`src/rtl/register_dump.sv`:
```
// Debug register dumper: walks every bank address, reads each word and streams
// it out MSB-first as bytes over a valid/ready interface toward the debug UART.
module register_dump #(
  parameter int NB_DATA     = 32,
  parameter int NB_ADDRESS  = 5,
  parameter int N_REGISTERS = 32
) (
  input  logic                  i_clk,
  input  logic                  i_reset,
  input  logic                  i_start,
  output logic [NB_ADDRESS-1:0] o_r_addr,
  output logic                  o_r_en,
  input  logic [NB_DATA-1:0]    i_r_data,
  output logic [7:0]            o_tx_data,
  output logic                  o_tx_valid,
  input  logic                  i_tx_ready,
  output logic                  o_busy,
  output logic                  o_done
);
  localparam int NBYTES = NB_DATA / 8;
  localparam int CW     = (NBYTES > 1) ? $clog2(NBYTES) : 1;

  typedef enum logic [1:0] {IDLE, READ, SEND, DONE} state_t;

  state_t                  state, state_nxt;
  logic [NB_ADDRESS-1:0]   addr, addr_nxt;
  logic [NB_DATA-1:0]      shreg, shreg_nxt;
  logic [CW-1:0]           cnt, cnt_nxt;
  logic                    transfer;

  always_ff @(posedge i_clk or negedge i_reset) begin
    if (!i_reset) begin
      state <= IDLE;
      addr  <= '0;
      shreg <= '0;
      cnt   <= '0;
    end else begin
      state <= state_nxt;
      addr  <= addr_nxt;
      shreg <= shreg_nxt;
      cnt   <= cnt_nxt;
    end
  end

  assign transfer = o_tx_valid & i_tx_ready;

  always_comb begin
    state_nxt = state;
    addr_nxt  = addr;
    shreg_nxt = shreg;
    cnt_nxt   = cnt;
    case (state)
      IDLE: begin
        if (i_start) begin
          state_nxt = READ;
          addr_nxt  = '0;
        end
      end
      READ: begin
        shreg_nxt = i_r_data;
        cnt_nxt   = '0;
        state_nxt = SEND;
      end
      SEND: begin
        if (transfer) begin
          if (cnt == CW'(NBYTES - 1)) begin
            // Stop on the last register so the address never wraps with a read.
            if (addr == NB_ADDRESS'(N_REGISTERS - 1)) begin
              state_nxt = DONE;
            end else begin
              addr_nxt  = addr + NB_ADDRESS'(1);
              state_nxt = READ;
            end
          end else begin
            shreg_nxt = shreg << 8;
            cnt_nxt   = cnt + CW'(1);
          end
        end
      end
      DONE: begin
        state_nxt = IDLE;
        addr_nxt  = '0;
      end
      default: state_nxt = IDLE;
    endcase
  end

  assign o_r_addr   = addr;
  assign o_r_en     = (state == READ);
  assign o_tx_data  = shreg[NB_DATA-1 -: 8];
  assign o_tx_valid = (state == SEND);
  assign o_busy     = (state != IDLE);
  assign o_done     = (state == DONE);

endmodule

```
`config.mk`:
```
export PLATFORM = sky130hd
export DESIGN_NAME = register_dump
export DESIGN_NICKNAME = d
export VERILOG_FILES = /design/src/rtl/register_dump.sv
export SDC_FILE = /design/constraint.sdc
export NUM_CORES = 1
export LEC_CHECK = 0
export ABC_AREA = 1
export BUFFER_PORTS_ARGS = -buffer_cell sky130_fd_sc_hd__buf_2
export CAP_MARGIN = 20
export CORE_UTILIZATION = 50
export CTS_BUF_LIST = sky130_fd_sc_hd__clkbuf_8
export DETAILED_ROUTE_END_ITERATION = 7
export GPL_ROUTABILITY_DRIVEN = 0
export PLACE_DENSITY = 0.81
export SLEW_MARGIN = 20
export SYNTH_ARGS = -nofsm -noshare
export SYNTH_HDL_FRONTEND = slang
export SYNTH_SLANG_ARGS = --single-unit
```
`constraint.sdc`:
```
create_clock -name i_clk -period 4.2 [get_ports i_clk]
set_input_delay 0.21 -clock i_clk [delete_from_list [all_inputs] [get_ports i_clk]]
set_output_delay 0.21 -clock i_clk [all_outputs]
set_load 0.02 [all_outputs]
```
After elaboration in Yosys (flattened, before gate mapping)
Cells that the tools add are included. Widths: inputs -> output; s select.

ROM bits: 0. Memories kept: 0. Bits in registers: 41. Word-level logic and storage cells: 40. Input bits: 36. Latch bits: 0. Output and inout port bits: 17. Bits in writable memories: 0.

Multiply operators: 0. Mux-type cells: 16. Eq/ne operators: 10. Div/mod/pow operators: 0. Magnitude comparators: 0. Bitwise gates (word level): 1. Reduce and logical (&&, ||, !) cells: 7. Shift-type cells: 0. $add $sub $neg: 2.

Operators with widths (number): $mux 32 (2); $pmux 32 s2 (1); $mux 5 (4); $pmux 5 s3 (1); $mux 2 (6); $pmux 2 s4 (1); $eq 2x2->1 const B (3); $ne 2x2->1 const B (3); $reduce_and 3->1 (2); $add 5x1->5 const B (1); $eq 5x5->1 const B (1); $reduce_and 5->1 (1); $ne 2x1->1 const B (2); $pmux 2 s2 (1); $reduce_bool 2->1 (2); $reduce_bool 3->1 (1); $add 2x1->2 const B (1); $eq 2x1->1 const B (1); $logic_not 2->1 (1); $and 1x1->1 (1).

Logic depth before layout (Yosys ltp)
Depth after elaboration: 5. Mapped depth: 10.

Worst setup path after synthesis
Ideal clock, no wire load.

Path type: reg2reg. From: register addr[0], in the netlist o_r_addr[0]. To: register addr[3], in the netlist o_r_addr[3]. Arrival: 1.542 ns. Slack: 2.542 ns. Stages on the path, launching flop included: 11. Path through: dfrtp_1 > ha_1 > nand2_1 > nor2_1 > ha_1 > nand3_1 > nand2_1 > nor2_2 > nand2_1 > nand2_1 > nand2_1.

Word-level cells in the longest chain between the ends: 5.

Ends and longest elaborated chain: start: declaration (line 26) `logic [NB_ADDRESS-1:0] addr, addr_nxt;`; start signal: assignment (line 39) `addr <= addr_nxt;`; $add 5x1->5 (line 71) `addr_nxt = addr + NB_ADDRESS'(1);`; $mux 5 (line 68) `if (addr == NB_ADDRESS'(N_REGISTERS - 1)) begin`; $mux 5 (line 66) `if (cnt == CW'(NBYTES - 1)) begin`; $mux 5 (line 65) `if (transfer) begin`; $pmux 5 s3 (line 52) `case (state)`.

Parallel ways exist; a longest one is shown, timed or not. The select of a mux whose other input is x is not followed. A chain may end at the register's enable or synchronous reset.

Worst setup path in the final report
From: register state[0]. To: register shreg[3].

Word-level cells in the longest chain between the ends: 4.

Ends and longest elaborated chain: start: declaration (line 25) `state_t state, state_nxt;`; start signal: assignment (line 38) `state <= state_nxt;`; $eq 2x2->1 (line 52, 91); $and 1x1->1 (line 45) `assign transfer = o_tx_valid & i_tx_ready;`; $ne 2x1->1 (no source line); $reduce_and 3->1 (no source line); end signal: assignment (line 40) `shreg <= shreg_nxt;`; end: declaration (line 27) `logic [NB_DATA-1:0] shreg, shreg_nxt;`.

Parallel ways exist; a longest one is shown, timed or not.

==> reports/qor.yml <==
die_x_um: 66.8
final_common_cell: "nand2_1"
fin_setup_tns_ps: 0
r2r_start: "state[0]$_DFFE_PN0P_"
placed_area_sq_um: 2290
timing.clock.skew_ps: 8.47
worstPathArrival_ps: 2230
clk_latency_ps: 290
crit_required_ps: 4340
overflow: 0
rsz0062_at_grt: "false"
vdd_drop_max_uv: 259
nets: 348
slew_headroom_pct: 42.4
syn-num-nets: 309
crit_type: "flop to flop"
synth_simple_gate_area_share_pct: 24.0
drcViolationCount: 0
cts_tree: "built"
period_minus_slack_ps: 2090
num_rows: 23
n_fill_cell: 361
worst_slew_pin_slew_ps: 863
hpwl_um: 2680
endpoint_kind: "flop"
path_max_fanout: 51
r2r_slack_ps: 2110
clk_pin_slew_ps: 80
numCtsBuffers: 5
via_count: 1730
power.leakage_nw: 1.33
setup_viol: 0
status: "finished clean"
synth_mux_area_share_pct: 0
antenna_cells: 0
synthTopCellsByArea: "dfrtp_1, nand2_1, o21ai_0"
ys_warn_count: 0
cts_resized: 0
fmax_ghz: 0.479
antenna_found_initial: 0
final_hold_viol_count: 0
grtUsageTotal_pct: 20.1
grt_max_degree: 52
cts_setup_buffers: 0
synthCells: 270
dr.first_iter.drc_count: 203
synth-seq-cells: 41
slowest_delay_ps: 570
slew_viol_final: 0
ant_nets: 0
clock-sinks: 41
dieHeight_um: 66.8
ctsHoldBuffers: 0
dieArea_sq_um: 4460
ff_latch_area_sq_um: 1030
synth_top_cell_area_share_pct: 48.8
cp_slowest_cell: "nand2_2"
avgRoutedWirePerCell_um: 10.6
synth_adder_area_share_pct: 1.79
grt_pass1_vias: 1527
ys_seq_area_share_pct: 48.8
dp_slack_ps: 2100
avgSynthCellArea_sq_um: 7.78
multi_input_area_sq_um: 800
yosysUniqueCellTypes: 20
synth_top_family_by_area: "simple AND/OR/NAND/NOR gates"
layout_common_cells: "nand2_1, buf_2, o21ai_0, dfrtp_1, inv_1"
grt_pass1_wl_um: 6520
clockRootBuffer: "clkbuf_8"
yosysTopAreaCell: "dfrtp_1"
layout-drive-gt1-share_pct: 21.6
cts_max_level: 2
area_growth_pct: 14.5
maxCapViolCount: 0
finalWirelength_um: 3820
routed_via_density: 4.81
start_kind: "flop"
synth_xor_area_share_pct: 0
fin_ws_ps: 2110
hold_class: "input pin to async pin"
initial_core_util_pct: 52.1
first_pass_iters: 4
design_area_sq_um: 2410
crit_start: "state[0]$_DFFE_PN0P_"
p_per_area_nw_per_um2: 722
fin_crit_sh_pct: 49.7
cp_cell_sequence: "inv_1 > nand2_4 > inv_4 > nand3_4 > nand2_2 > o21ai_0"
clk_path_buf_depth: 2
core_area_sq_um: 4030
portBuffers: 52
io_pins: 53
syn_area_sq_um: 2100
synth-compound-area-share_pct: 12.3
-- where the power goes --
group	internal, mW	total, mW	switching [mW]
Combinational	0.238	0.772	0.535
Clock	0.193	0.325	0.132
Sequential	0.566	0.641	0.0749
Total	0.997	1.74	0.742
-- through the flow --
step | utilization [%] | hold slack (ps) | power, mW | cells
floorplan | - | -85.6 | 1.33 | 270
global placement | 56.7 | 374 | 1.39 | 352
detailed placement | 56.7 | 379 | 1.42 | 352
CTS | 59.7 | 55.2 | 1.76 | 360
global route | 59.7 | 104 | 1.91 | 360
finish | 59.7 | 28.0 | 1.74 | 360
-- state kept, by name, summed over array words and instances, names as in the netlist --
| register | flops |
|---|---|
| o_r_addr | 5 |
| cnt | 2 |
| state | 2 |
| shreg | 32 |
-- final cells by class --
cell class / count / area share [%]
Clock buffer: 6 / 3.43
Multi-Input combinational cell: 173 / 33.2
Timing Repair Buffer: 52 / 10.8
Inverter: 36 / 5.72
Sequential cell: 41 / 42.6
Tap cell: 50 / 2.60
Clock inverter: 2 / 1.56
-- cell families after synthesis --
logic type	Yosys count
AO/OA/AOI/OAI	50
adder cells (fa/ha/maj)	3
buffers and inverters	56
flip-flops	41
AND/OR/NAND/NOR	120
-- critical path, delay by kind of cell (launching register included) --
| family | cells | cell delay (ps) |
|---|---|---|
| AOI/OAI and AO/OA | 1 | 160 |
| buffers and inverters | 2 | 340 |
| DFF | 1 | 420 |
| and+or+nand+nor | 3 | 990 |
-- synth_stat cells (all sizes together) --
cell type and number:
nand2 90, inv 35, nand3b 2, o21ai 50
nand3 17, clkinv 1, clkbuf 5, dfrtp 41
buf 15, ha 3, nor2 11
-- per-layer routing --
| metal | vias up | wire length [um] | share of wire [%] | GRT usage, % |
|---|---|---|---|---|
| met5 | - | 0 | 0 | 0 |
| met4 | 0 | 60 | 1.6 | 7.98 |
| met3 | 6 | 229 | 6.0 | 5.82 |
| met2 | 48 | 1760 | 46 | 31.8 |
| met1 | 769 | 1770 | 46 | 25.6 |
| li1 | 907 | - | - | - |
-- worst paths after layout --
path / end / cells after the start
min in group i_clk: shreg[4]$_DFFE_PN0P_ / 3
hold / removal: o_r_addr[2]$_DFFE_PN0P_ / 1
setup / recovery: shreg[3]$_DFFE_PN0P_ / 6
setup reg to reg: shreg[3]$_DFFE_PN0P_ / 6
max in group asynchronous: state[0]$_DFFE_PN0P_ / 1
hold reg to reg: state[0]$_DFFE_PN0P_ / 1
Note: power is estimated with default switching activity, not from simulation.
